==> config.mk <==
export PLATFORM = sky130hd
export DESIGN_NAME = d_mem_req_ctrl
export DESIGN_NICKNAME = d
export VERILOG_FILES = /design/src/rtl/big_core_pkg.sv /design/src/rtl/d_mem_region_decode.sv /design/src/rtl/d_mem_req_ctrl.sv
export SDC_FILE = /design/constraint.sdc
export NUM_CORES = 1
export LEC_CHECK = 0
export BUFFER_PORTS_ARGS = -buffer_cell sky130_fd_sc_hd__buf_2
export CORE_ASPECT_RATIO = 1.4
export CORE_MARGIN = 2
export CORE_UTILIZATION = 38
export CTS_BUF_LIST = sky130_fd_sc_hd__clkbuf_8
export DETAILED_ROUTE_END_ITERATION = 10
export PLACE_DENSITY_LB_ADDON = 0.3
export SETUP_SLACK_MARGIN = 0.2
export SYNTH_ARGS = -nofsm -noshare
export SYNTH_HDL_FRONTEND = slang
export SYNTH_HIERARCHICAL = 1
export SYNTH_SLANG_ARGS = --single-unit
export TNS_END_PERCENT = 5
==> constraint.sdc <==
create_clock -name Clock -period 4.9 [get_ports Clock]
set_input_delay 0.245 -clock Clock [delete_from_list [all_inputs] [get_ports Clock]]
set_output_delay 0.245 -clock Clock [all_outputs]
set_load 0.005 [all_outputs]
==> src/rtl/big_core_pkg.sv <==
// Shared Q103H memory-stage types and the CR/VGA address map used by the
// data-memory request front end and its region decoder.
package big_core_pkg;

    localparam logic [31:0] CR_BASE       = 32'h00FE_0000;
    localparam logic [31:0] CR_TOP        = 32'h00FF_0000;
    localparam logic [31:0] VGA_BASE      = 32'h00FF_0000;
    localparam logic [31:0] VGA_TOP       = 32'h0100_0000;
    localparam int          STALL_TIMEOUT = 1024;

    typedef struct packed {
        logic [31:0] Address;
        logic [31:0] WrData;
        logic [3:0]  ByteEn;
        logic        WrEn;
        logic        RdEn;
    } t_core2mem_req;

    typedef struct packed {
        logic MatchCrRegion;
        logic MatchVgaRegion;
    } t_dmem_region;

    typedef enum logic {
        IDLE  = 1'b0,
        STALL = 1'b1
    } t_dmem_req_st;

endpackage

==> src/rtl/d_mem_region_decode.sv <==
// Combinational byte-address to CR / VGA region decode; any address outside
// both windows belongs to the cache.
module d_mem_region_decode
    import big_core_pkg::*;
#(
    parameter logic [31:0] CR_BASE_P  = CR_BASE,
    parameter logic [31:0] CR_TOP_P   = CR_TOP,
    parameter logic [31:0] VGA_BASE_P = VGA_BASE,
    parameter logic [31:0] VGA_TOP_P  = VGA_TOP
) (
    input  logic [31:0]  Address_i,
    output t_dmem_region Region_o
);

    always_comb begin
        Region_o.MatchCrRegion  = (Address_i >= CR_BASE_P)  && (Address_i < CR_TOP_P);
        Region_o.MatchVgaRegion = (Address_i >= VGA_BASE_P) && (Address_i < VGA_TOP_P);
    end

endmodule

==> src/rtl/d_mem_req_ctrl.sv <==
// Q103H data-memory request front end: routes core requests to CR, VGA or the
// d_cache, holds cache requests under back-pressure and tracks stall cycles.
module d_mem_req_ctrl
    import big_core_pkg::*;
#(
    parameter logic [31:0] CR_BASE_P       = CR_BASE,
    parameter logic [31:0] CR_TOP_P        = CR_TOP,
    parameter logic [31:0] VGA_BASE_P      = VGA_BASE,
    parameter logic [31:0] VGA_TOP_P       = VGA_TOP,
    parameter int          STALL_TIMEOUT_P = STALL_TIMEOUT
) (
    input  logic          Clock,
    input  logic          Rst,
    input  t_core2mem_req Core2DmemReqQ103H,
    input  logic          CacheReady,
    output t_core2mem_req Core2CacheReqQ103H,
    output logic          Core2CacheValidQ103H,
    output logic          CRMemWrEnQ103H,
    output logic          CRMemRdEnQ103H,
    output logic          VgaMemWrEnQ103H,
    output logic          VgaMemRdEnQ103H,
    output t_dmem_region  MatchDmemRegionQ103H,
    output logic          DMemReady,
    output logic [31:0]   StallCycleCnt,
    output logic          StallTimeout
);

    localparam int             CW     = $clog2(STALL_TIMEOUT_P + 1);
    localparam logic [CW-1:0]  TO_M1  = CW'(STALL_TIMEOUT_P - 1);

    t_dmem_req_st  state_q, state_d;
    t_core2mem_req hold_req_q;
    logic          hold_en;
    logic [31:0]   stall_cnt_q, stall_cnt_d;
    logic [CW-1:0] consec_q, consec_d;
    logic          timeout_q, timeout_d;
    t_dmem_region  region;
    logic          req_v;
    logic          cache_req;

    // In STALL the decode follows the held request, which is always cache.
    d_mem_region_decode #(
        .CR_BASE_P  (CR_BASE_P),
        .CR_TOP_P   (CR_TOP_P),
        .VGA_BASE_P (VGA_BASE_P),
        .VGA_TOP_P  (VGA_TOP_P)
    ) u_region_decode (
        .Address_i (state_q == STALL ? hold_req_q.Address : Core2DmemReqQ103H.Address),
        .Region_o  (region)
    );

    assign req_v     = Core2DmemReqQ103H.WrEn | Core2DmemReqQ103H.RdEn;
    assign cache_req = req_v & ~region.MatchCrRegion & ~region.MatchVgaRegion;

    // NOTE: every output of this block gets a default first so no path leaves one unassigned and infers a latch.
    always_comb begin
        state_d              = state_q;
        hold_en              = 1'b0;
        Core2CacheReqQ103H   = '0;
        Core2CacheValidQ103H = 1'b0;
        CRMemWrEnQ103H       = 1'b0;
        CRMemRdEnQ103H       = 1'b0;
        VgaMemWrEnQ103H      = 1'b0;
        VgaMemRdEnQ103H      = 1'b0;
        MatchDmemRegionQ103H = '0;
        DMemReady            = 1'b1;
        case (state_q)
            IDLE: begin
                MatchDmemRegionQ103H = region;
                CRMemWrEnQ103H       = region.MatchCrRegion  & Core2DmemReqQ103H.WrEn;
                CRMemRdEnQ103H       = region.MatchCrRegion  & Core2DmemReqQ103H.RdEn;
                VgaMemWrEnQ103H      = region.MatchVgaRegion & Core2DmemReqQ103H.WrEn;
                VgaMemRdEnQ103H      = region.MatchVgaRegion & Core2DmemReqQ103H.RdEn;
                if (cache_req) begin
                    Core2CacheValidQ103H = 1'b1;
                    Core2CacheReqQ103H   = Core2DmemReqQ103H;
                    if (!CacheReady) begin
                        DMemReady = 1'b0;
                        hold_en   = 1'b1;
                        state_d   = STALL;
                    end
                end
            end
            STALL: begin
                // The core is frozen; only the captured request is presented.
                Core2CacheValidQ103H = 1'b1;
                Core2CacheReqQ103H   = hold_req_q;
                DMemReady            = CacheReady;
                if (CacheReady) state_d = IDLE;
            end
            default: state_d = IDLE;
        endcase

        stall_cnt_d = stall_cnt_q;
        if (!DMemReady && (stall_cnt_q != 32'hFFFF_FFFF)) stall_cnt_d = stall_cnt_q + 32'd1;

        consec_d = '0;
        if (!DMemReady) consec_d = (consec_q == TO_M1) ? consec_q : consec_q + 1'b1;

        timeout_d = timeout_q | (~DMemReady & (consec_q == TO_M1));
    end

    // NOTE: sequential state uses non-blocking assignments so every flop samples pre-edge values.
    always_ff @(posedge Clock or posedge Rst) begin
        if (Rst) begin
            state_q     <= IDLE;
            stall_cnt_q <= '0;
            consec_q    <= '0;
            timeout_q   <= 1'b0;
        end else begin
            state_q     <= state_d;
            stall_cnt_q <= stall_cnt_d;
            consec_q    <= consec_d;
            timeout_q   <= timeout_d;
        end
    end

    // NOTE: the hold register is reset so a request dropped by Rst can never reappear on the cache port.
    always_ff @(posedge Clock or posedge Rst) begin
        if (Rst)          hold_req_q <= '0;
        else if (hold_en) hold_req_q <= Core2DmemReqQ103H;
    end

    assign StallCycleCnt = stall_cnt_q;
    assign StallTimeout  = timeout_q;

endmodule

# Word-level counts from Yosys, hierarchy flattened
# Cells that the tools add are included.
# word_totals
out_inout_bits	111
wordCells	54
mem_count	0
ramBits	0
mem_bits_ro	0
latchBits	0
ff_bits	115
# op_classes
n_addsub	2
mul	0
n_eq_ne	3
div	0
n_lt_le_gt_ge	4
reduce_logical	4
shift	0
mux	19
bitwise_logic	13
# ops
op	count
case mux 70 bit (2 select lines)	1
two-way mux 70 bit	1
>= comparator 32 x 24 -> 1 bit (second input constant)	2
adder 32 x 1 -> 32 bit (second input constant)	1
< comparator 32 x 24 -> 1 bit (second input constant)	1
< comparator 32 x 25 -> 1 bit (second input constant)	1
two-way mux 32 bit	1
!= test 32 bit (second input constant)	1
two-way mux 11 bit	2
adder 11 x 1 -> 11 bit (second input constant)	1
equality test 11 x 10 -> 1 bit (second input constant)	1
two-way mux 1 bit	10
AND 1 bit	7
case mux 1 bit (2 select lines)	3
inverter 1 bit	4
logical AND 1 bit	3
two-way mux 2 bit	1
!= test 2 bit (second input constant)	1
OR 1 bit	2
zero test 1 bit	1

# Longest topological paths before layout
# Gate-level depths: netlist of the first run.
# depth
ltp_word	11
mapped_depth	13
mapped_depth_nobuf	9

# By module
# Netlist of the first run, hierarchy kept.
# by_module_without_submodules
module	instances	cells_each	area_per_inst_um2
d_mem_req_ctrl	1	503	5934.4
d_mem_region_decode	1	7	53.8

# Worst setup path after synthesis of the first run
# Ideal clock, no wire load.
# synth_timing
kind	register -> output
startpoint	register state_q
endpoint	output DMemReady
t_arrival_ns	3.631
path_stages_with_launch	13
setup_slack_ns	1.024
n_path_buf	5
path_cell_list	dfrtp_1 clkbuf_1 clkbuf_1 buf_1 mux2_2 or4_1 nor4_1 or2_1 o21a_1 nor2_4 inv_1 buf_2 buf_1
# synth_rtl
element	line	source
start: declaration	d_mem_req_ctrl.sv:31	t_dmem_req_st state_q, state_d;
start signal: assignment	d_mem_req_ctrl.sv:111	state_q <= state_d;
end: declaration	d_mem_req_ctrl.sv:23	output logic DMemReady,

==> metrics, run 1 <==
status completed; overall routing resource usage 17.9%; final setup TNS 0 ns; crit path launch state_q; top post-synthesis cells by count dfrtp_1, mux2_2, a22o_1; clock transition at the registers of the reported paths 0.07 ns; Worst Skew 0.0113 ns; n_diodes 0; Layout area overhead 25.3%; sequential share of the synthesized area 48.1%; switching share of power 28.0%; P_int roughly 2000 µW; worst-case clock buffer depth 2; Root Driver clkbuf_8; antenna viol nets, final 0; pins over their slew limit 0; dpl hpwl 10,700 µm; period utilization 83.5%; largest net degree at the start of global routing 63; hold_sp Core2DmemReqQ103H[53]; YS warnings 6; core area 15,500 µm²; via density per instance 5.22; r2r worst-path depth 10; IO Pins 184; Worst VDD drop about 0.24 mV; post-CTS resize count 0; Max Cap Violations 0; area of the mapped netlist 5990 µm²; startpoint types flop; Hold Violations, Final 0; # rows 54; maximum operating frequency around 0.24 GHz; first-pass GRT wire length 23,500 µm; RSZ-0062 raised after global routing no; CTS tree done; placer congestion estimate 0.843; cell with the most instances after synthesis dfrtp_1; worst slew pin tran 0.824 ns; drt wl/cell approximately 16 µm; CTS buffer count 17; final net count 766; crit path max fanout 33; initial antenna violation count 0; post-synth top area cell dfrtp_1; number of global-route vias before repair roughly 4,700; final WL 14,800 µm; EDFF count, synth 0; flops & latches, synth roughly 120; chip width 110 µm; PD cells 363 nW/µm²; # DRC 0; # setup viols final 0; Worst-Skew Late Latency 0.42 ns; H-Tree Depth 4; NetSw 763 µW; Comb power frac 21.5%; grt total ovfl 0; Synth top area share 48.1%; normalized max-slew margin 45.1%; 1st-iter DRT viols roughly 220; port bufs 183; crit path kind reg -> out; Clk pwr share 33.0%; nature of the critical path endpoint primary output; Synth area leaders dfrtp_1, mux2_2, a22o_1; crit path time final 4.09 ns; Cells after DPL around 870; Avg Cell Area, Syn 11.7 µm²; share of cells above drive strength 1 49.1%; height of the chip 153 µm; Hold Crit Class in -> reg; dominant synthesized flop cell dfrtp_1; Synth cell types 45; ys async rst share 100%; Flop pwr share 45.5%; clock sink count 115; vias post-DR 4,701; Syn Inst Count 510; final std cells w/o fill 900; worst r2r src state_q; P_leak 0.00346 µW; data required time of the critical path 4.66 ns; post-synth net total 585; die area 16,800 µm²; WP data arrival between 3 and 4 ns; Initial Util roughly 39%; hold depth 2; DRT Pass-1 Iters 4
[sequential cells by signal (all words and copies together) (netlist names)]
signal,flops
StallCycleCnt,32
StallTimeout,1
consec_q,11
hold_req_q,70
state_q,1
[final timing paths]
path | endpoint | slack (ns)
setup / recovery | Core2CacheReqQ103H[62] | 0.81
hold / removal | hold_req_q[53] | 0.07
setup reg to reg | StallCycleCnt[11] | 1.07
hold reg to reg | StallTimeout | 0.48
max in group asynchronous | hold_req_q[56] | 3.19
min in group asynchronous | StallCycleCnt[29] | 0.52
[layer usage]
layer  track usage, %  routed length (µm)  vias up
met2             31.7                7650      143
li1                 -                   -     2213
met3             3.72                 863       12
met4             4.94                 147        0
met1             21.4                6150     2333
met5                0                   0        -
[through the flow]
| stage | hold WS [ns] | total power [µW] | setup slack [ns] | utilization [%] | cell area (µm²) |
|---|---|---|---|---|---|
| floorplan | 0.397 | 1600 | 1.02 | - | 5990 |
| global placement | 0.438 | 1820 | 1.25 | 45.8 | 7090 |
| detailed placement | 0.447 | 1850 | 1.06 | 45.8 | 7090 |
| CTS | 0.0361 | 2770 | 0.720 | 48.5 | 7500 |
| global route | 0.0417 | 2900 | 0.483 | 48.5 | 7500 |
| finish | 0.0709 | 2720 | 0.807 | 48.5 | 7500 |
[power by group through the flow]
stage | Combinational [µW] | Clock [µW] | Sequential, µW
6_report | 585 | 900 | 1240
2_1_floorplan | 371 | 0 | 1220
3_5_place_dp | 594 | 0 | 1250
3_3_place_gp | 581 | 0 | 1240
5_1_grt | 652 | 981 | 1260
4_1_cts | 597 | 931 | 1240
[cell families (layout without fill, tap and decap cells)]
logic type / count (synthesis) / in the layout / synth area share, %
xor gates and xnor gates: 35 / 35 / 5.12
and+or+nand+nor: 159 / 159 / 16.5
adders and majority gates: 2 / 2 / 0.418
DFF: 115 / 115 / 48.1
AOI/OAI and AO/OA: 56 / 56 / 7.56
muxes: 104 / 104 / 19.6
buffers and inverters: 39 / 233 / 2.80
[cell usage in the layout (no fill, tap or decap), types with 13 or more instances in the layout]
master and count:
clkbuf_8 19, mux2_2 104, nor4_1 13, and2_1 30
a22o_1 43, inv_1 13, dfrtp_1 114, nor2_1 19
xor2_1 23, nand2_1 23, nand3_1 15, buf_2 183
[repair_timing]
| action | in CTS | in global routing |
|---|---|---|
| hold endpoints to repair | 49 | 0 |
| setup buffers | 0 | 0 |
| hold buffers | 1 | 0 |
[critical path: stages, from the launching register on]
cell     delay (ns)
dfrtp_4        0.69
mux2_2         0.38
or4b_1         0.56
nor4_1         0.49
or2_1          0.18
o21a_1         0.29
inv_1          0.40
and2_1         0.29
buf_2          0.13
[area by class of cell]
type,count,area [µm²]
multi-input combinational,356,2960
tap,196,245
inverter,11,43.8
clock inverter,13,143
clock buffer,19,262
timing repair buffer,190,971
fill,1417,7970
sequential,115,2880
Power figures use the tool's default switching activity.
==> run 2: changes to the inputs <==
--- a/config.mk
+++ b/config.mk
@@ -5,6 +5,7 @@
 export SDC_FILE = /design/constraint.sdc
 export NUM_CORES = 1
 export LEC_CHECK = 0
+export ABC_AREA = 1
 export BUFFER_PORTS_ARGS = -buffer_cell sky130_fd_sc_hd__buf_2
 export CORE_ASPECT_RATIO = 1.4
 export CORE_MARGIN = 2
==> constraint.sdc (replaced) <==
create_clock -name Clock -period 3.47 [get_ports Clock]
set_input_delay 0.1735 -clock Clock [delete_from_list [all_inputs] [get_ports Clock]]
set_output_delay 0.1735 -clock Clock [all_outputs]
set_load 0.005 [all_outputs]
==> metrics, run 2 <==
# DRC 0; antenna viol nets, final 0; maximum operating frequency 0.334 GHz; Most flops, register hold_req_q; simple-gate share of the synthesized area a little under a third; placer congestion estimate approximately 0.86; chip width approximately 120 µm; largest family of logic cells by synthesized area simple AND/OR/NAND/NOR gates; crit path max fanout 15; worst slew pin tran 0.710 ns; Synth top area share roughly 44%; commonest non-fill, non-tap cells in the layout nand2_1, buf_2, inv_1; Synth Area in Adders less than 1%; first-pass GRT wire length 29,100 µm; data required time of the critical path 3.30 ns; flops & latches, synth between 100 and 150; overall routing resource usage a little under 20%; largest net degree at the start of global routing 64; clock sink count 115; EDFF count, synth 0; Layout area overhead 31.5%; crit-path cells buf_4 > nand2_1 > o21ai_0 > nand2_1 > inv_1 > nand2_1 > nor2_1 > nand2_1 > nor2_1 > nor2_2 > nand2_4 > nor2_8 > clkinvlp_4 > buf_2 > o21ai_0 > buf_2; area of the mapped netlist 6580 µm²; Buf/Inv on CP 5; worst-case clock buffer depth 2; P_leak ~0.0046 µW; crit-path most repeated cell nand2_1; hold slack 0.0304 ns; max incr delay on CP 0.45 ns; Slowest-stage cell, CP dfrtp_2; multiplexer share of the synthesized area 0%; worst setup path end Core2CacheReqQ103H[31]; ys async rst share 100%; cell with the most instances after synthesis nand2_1; sequential share of the synthesized area 43.7%; IO Pins 184; worst r2r src state_q; H-Tree Depth 4; dpl hpwl 12,700 µm; share of cells above drive strength 1 21.3%; # rows 56; clock transition at the registers of the reported paths 0.07 ns; commonest non-fill, non-tap cell in the layout nand2_1; compound-gate portion of the synthesized area 12.0%; nature of the critical path endpoint primary output; Avg Cell Area, Syn around 7 µm²; final setup TNS 0 ns; Final Cell Area 8660 µm²; top post-synthesis cells by count nand2_1, o21ai_0, inv_1; crit path launch state_q; drt wl/cell about 13 µm; core area 16,900 µm²; vias post-DR approximately 6,500; final WL 18,000 µm; cell depth of the worst setup path 16; grt total ovfl 0; RSZ-0062 raised after global routing yes; dominant synthesized flop cell dfrtp_1; Worst VDD drop 0.209 mV; Synth cell types 33; reg2reg end StallCycleCnt[26]; Root Driver clkbuf_8; die area 18,400 µm²; final net count around 1,200; crit path kind reg -> out; CTS buffer count 17; post-synth net total 1,013; number of fill cells in the layout 1,667; Max Cap Violations 0; status completed; YS warnings 6; r2r worst-path depth 17; post-synth top area cell dfrtp_1; Synth area leaders dfrtp_1, nand2_1, o21ai_0; # setup viols final 0; Initial Util 39.0%; port bufs 183; normalized max-slew margin 52.7%; Syn Inst Count 938; Cells after DPL 1,322; Worst Skew 0.00961 ns; startpoint types flop; initial antenna violation count 2; period utilization 86.3%; max reg flops 70; Synth Area in XOR/XNOR around 2.1%; Hold Violations, Final 0; crit path time final 2.99 ns; 1st-iter DRT viols 369; DRT Pass-1 Iters 5; pins over their slew limit 0; Hold Crit Class in -> reg; height of the chip 160 µm; final std cells w/o fill ~1,400; Worst-Skew Late Latency 0.44 ns; DP Area 7650 µm²; Top delay family on crit path simple AND/OR/NAND/NOR gates; via density per instance 4.62; WP data arrival 2.82 ns; R2R Setup Slk 0.72 ns; PD cells 421 nW/µm²; number of global-route vias before repair 6,160; CTS tree done
-- run 2: cell types whose count changed after synthesis, moves of 13 or more --
cell,previous run,this run
a22o_1,43,0
and2_1,30,0
inv_1,11,132
mux2_2,104,0
nand2_1,23,310
nand3_1,15,35
nor2_1,20,89
nor4_1,13,0
o21ai_0,6,135
xor2_1,23,8
-- run 2: layer usage --
metal,track usage (%),vias to the layer above,share of wire (%)
met1,23.0,2972,42
met5,0,-,0
li1,-,3367,-
met4,7.01,0,2.3
met2,35.6,162,52
met3,4.40,28,4.3
-- run 2: worst reg2reg max path, delay by kind of cell (launching register included) --
family	cells	cell delay, ns
AND/OR/NAND/NOR	12	1.38
buffers and inverters	4	0.57
flip-flops	1	0.45
AO/OA/AOI/OAI	1	0.24
-- run 2: how the worst min path moves through the flow --
| stage | start | endpoint | slack (ns) | cells past startpoint |
|---|---|---|---|---|
| 5_1_grt | Core2DmemReqQ103H[38] | hold_req_q[38] | 0.009 | 3 |
| 2_1_floorplan | Core2DmemReqQ103H[63] | hold_req_q[63] | 0.32 | 2 |
| 3_3_place_gp | Rst | hold_req_q[44] | 0.33 | 2 |
| 4_1_cts | Core2DmemReqQ103H[20] | hold_req_q[20] | 0.0007 | 3 |
| 6_report | Core2DmemReqQ103H[28] | hold_req_q[28] | 0.03 | 3 |
| 3_5_place_dp | Rst | hold_req_q[45] | 0.34 | 2 |
-- run 2: where the power goes --
part	total (µW)	leakage, µW	switching (µW)	internal (µW)
sequential	1600	0.00148	105	1500
clock	1340	0.000214	551	785
combinational	707	0.00290	389	317
total	3650	0.00460	1050	2600
-- run 2: cell type report --
class | count | area [µm²] | share of cell area [%]
Multi-Input combinational cell | 645 | 2950 | 34.1
Timing Repair Buffer | 250 | 1590 | 18.3
Sequential cell | 115 | 2880 | 33.3
Clock buffer | 18 | 248 | 2.86
Tap cell | 232 | 290 | 3.35
Inverter | 138 | 531 | 6.13
Antenna cell | 2 | 5.00 | 0.0578
Clock inverter | 13 | 169 | 1.95
-- run 2: timing repair --
action / in CTS / in global routing
pin swaps: 0 / 1
setup endpoints to repair: 61 / 62
hold endpoints to repair: 104 / 0
setup buffers: 4 / 1
resized for setup: 3 / 7
hold buffers: 53 / 0
-- run 2: logic make-up after synthesis --
group,count (synthesis)
AND/OR/NAND/NOR,472
buffers and inverters,178
AO/OA/AOI/OAI,155
flip-flops,115
XOR/XNOR,16
adder cells (fa/ha/maj),2
-- run 2: per-stage QoR --
stage               setup WS [ns]  util, %  total power (µW)
finish                      0.477     51.3              3650
global route                0.186     51.3              3880
CTS                         0.236     51.1              3690
detailed placement          0.409     45.3              2280
global placement            0.535     45.3              2260
floorplan                   0.252        -              2020
==> run 3: changes to the inputs <==
--- a/config.mk
+++ b/config.mk
@@ -5,7 +5,6 @@
 export SDC_FILE = /design/constraint.sdc
 export NUM_CORES = 1
 export LEC_CHECK = 0
-export ABC_AREA = 1
 export BUFFER_PORTS_ARGS = -buffer_cell sky130_fd_sc_hd__buf_2
 export CORE_ASPECT_RATIO = 1.4
 export CORE_MARGIN = 2
==> metrics, run 3 (synthesis results as in run 1) <==
drt wl/cell 17.1 µm; IO Pins between 150 and 200; Hold Path Sink hold_req_q[66]; Flop pwr share 43.9%; hold depth 2; period utilization 92.4%; worst slew pin tran around 0.87 ns; placer congestion estimate around 0.84; 1st-iter DRT viols 274; initial antenna violation count 1; WP data arrival 3.03 ns; commonest non-fill, non-tap cells in the layout buf_2, dfrtp_1, mux2_2; Cells after DPL 866; worst-case clock buffer depth 2; Clk pwr share 32.4%; P_int 2860 µW; Buf/Inv on CP 3; die area 16,800 µm²; pins over their slew limit 0; # DRC 0; first-pass GRT wire length 25,400 µm; hold_sp Core2DmemReqQ103H[66]; Max Cap Violations 0; Comb power frac a little under a quarter; number of fill cells in the layout 1,322; antenna viol nets, final 0; vias post-DR 5,092; CTS buffer count 17; status completed; chip width between 100 and 150 µm; Root Driver clkbuf_8; Top delay family on crit path simple AND/OR/NAND/NOR gates; switching share of power 28.2%; crit path time final ~3.2 ns; clock sink count ~120; r2r worst-path depth 10; worst setup margin 0.264 ns; # setup viols final 0; NetSw 1120 µW; Hold Crit Class in -> reg; Layout area overhead 40.8%; clock transition at the registers of the reported paths 0.07 ns; via density per instance 5.19; crit path kind reg -> out; port bufs between 150 and 200; P_leak 0.00385 µW; max incr delay on CP 0.55 ns; Worst Skew 0.0101 ns; RSZ-0062 raised after global routing yes; grt total ovfl 0; number of global-route vias before repair 5,135; H-Tree Depth 4; dpl hpwl 10,900 µm; crit-path cells buf_4 > mux2_2 > or4_4 > nor4_4 > nor2_1 > o21ai_4 > nor2_4 > buf_12 > a22o_1 > buf_2; CTS tree done; startpoint types flop; # rows 54; Most flops, register hold_req_q; worst r2r src state_q; largest net degree at the start of global routing slightly above 70; nature of the critical path endpoint primary output; PD cells 473 nW/µm²; maximum operating frequency 0.312 GHz; final setup TNS 0 ns; Initial Util 38.7%; Slowest-stage cell, CP dfrtp_4; data required time of the critical path 3.30 ns; R2R Setup Slk 0.33 ns; max reg flops 70; height of the chip 153 µm; overall routing resource usage 19.5%; final std cells w/o fill around 980; Worst VDD drop 0.406 mV; core area 15,500 µm²; reg2reg end StallCycleCnt[17]; DRT Pass-1 Iters 6; share of cells above drive strength 1 between 40% and 50%; pre-CTS WS 0.0133 ns; Hold Violations, Final 0; normalized max-slew margin about two fifths; commonest non-fill, non-tap cell in the layout buf_2; final net count ~850; Worst-Skew Late Latency 0.43 ns; crit path max fanout 11; final WL 16,800 µm
run 3: worst reg2reg max path: cells and delay by family (launching register included):
kind / cells / cell delay [ns]
muxes: 1 / 0.40
xor gates and xnor gates: 1 / 0.17
buffers and inverters: 2 / 0.39
and+or+nand+nor: 5 / 1.37
DFF: 1 / 0.50
AOI/OAI and AO/OA: 1 / 0.24
run 3: timing repair:
item	in CTS	in global routing
pin swaps	4	3
endpoints found under the setup margin	73	71
resized for setup	9	7
hold endpoints to repair	130	3
buffers inserted	9	3
gates cloned	3	1
hold buffers	65	3
run 3: worst max-delay path by stage:
stage / startpoint / end / slack, ns / cells past startpoint
floorplan: state_q / consec_q[4] / 0.20 / 13
global placement: state_q / StallCycleCnt[21] / 0.14 / 9
detailed placement: state_q / StallCycleCnt[21] / 0.01 / 9
CTS: state_q / Core2CacheReqQ103H[39] / 0.18 / 10
global route: state_q / Core2CacheReqQ103H[40] / 0.12 / 10
finish: state_q / Core2CacheReqQ103H[36] / 0.26 / 10
run 3: area by class of cell:
type	count	area (µm²)	share of cell area (%)
Inverter	11	47.5	0.564
Sequential cell	115	2880	34.2
Tap cell	196	245	2.91
Multi-Input combinational cell	359	3050	36.2
Antenna cell	1	2.50	0.0297
Clock inverter	11	136	1.62
Timing Repair inverter	1	7.51	0.0891
Timing Repair Buffer	268	1780	21.1
Clock buffer	20	275	3.27
run 3: power groups by stage:
stage	clock network, µW	registers, µW	logic (µW)
6_report	1290	1750	944
2_1_floorplan	0	1730	527
5_1_grt	1380	1780	1040
4_1_cts	1320	1750	931
3_5_place_dp	0	1780	847
3_3_place_gp	0	1760	829
run 3: layer usage:
layer	up-vias	GRT usage, %	share of wire [%]
met5	-	0	0
met3	21	4.28	5.8
met1	2509	22.0	40
li1	2393	-	-
met2	169	35.7	52
met4	0	5.71	1.3
run 3: metrics by stage:
step | hold slack [ns] | total power [µW] | util, % | cell area [µm²]
finish | 0.0522 | 3990 | 54.5 | 8430
global route | 0.0245 | 4200 | 54.5 | 8430
CTS | 0.00308 | 4000 | 53.7 | 8300
detailed placement | 0.403 | 2620 | 46.0 | 7120
global placement | 0.386 | 2590 | 46.0 | 7120
floorplan | 0.325 | 2260 | - | 6010
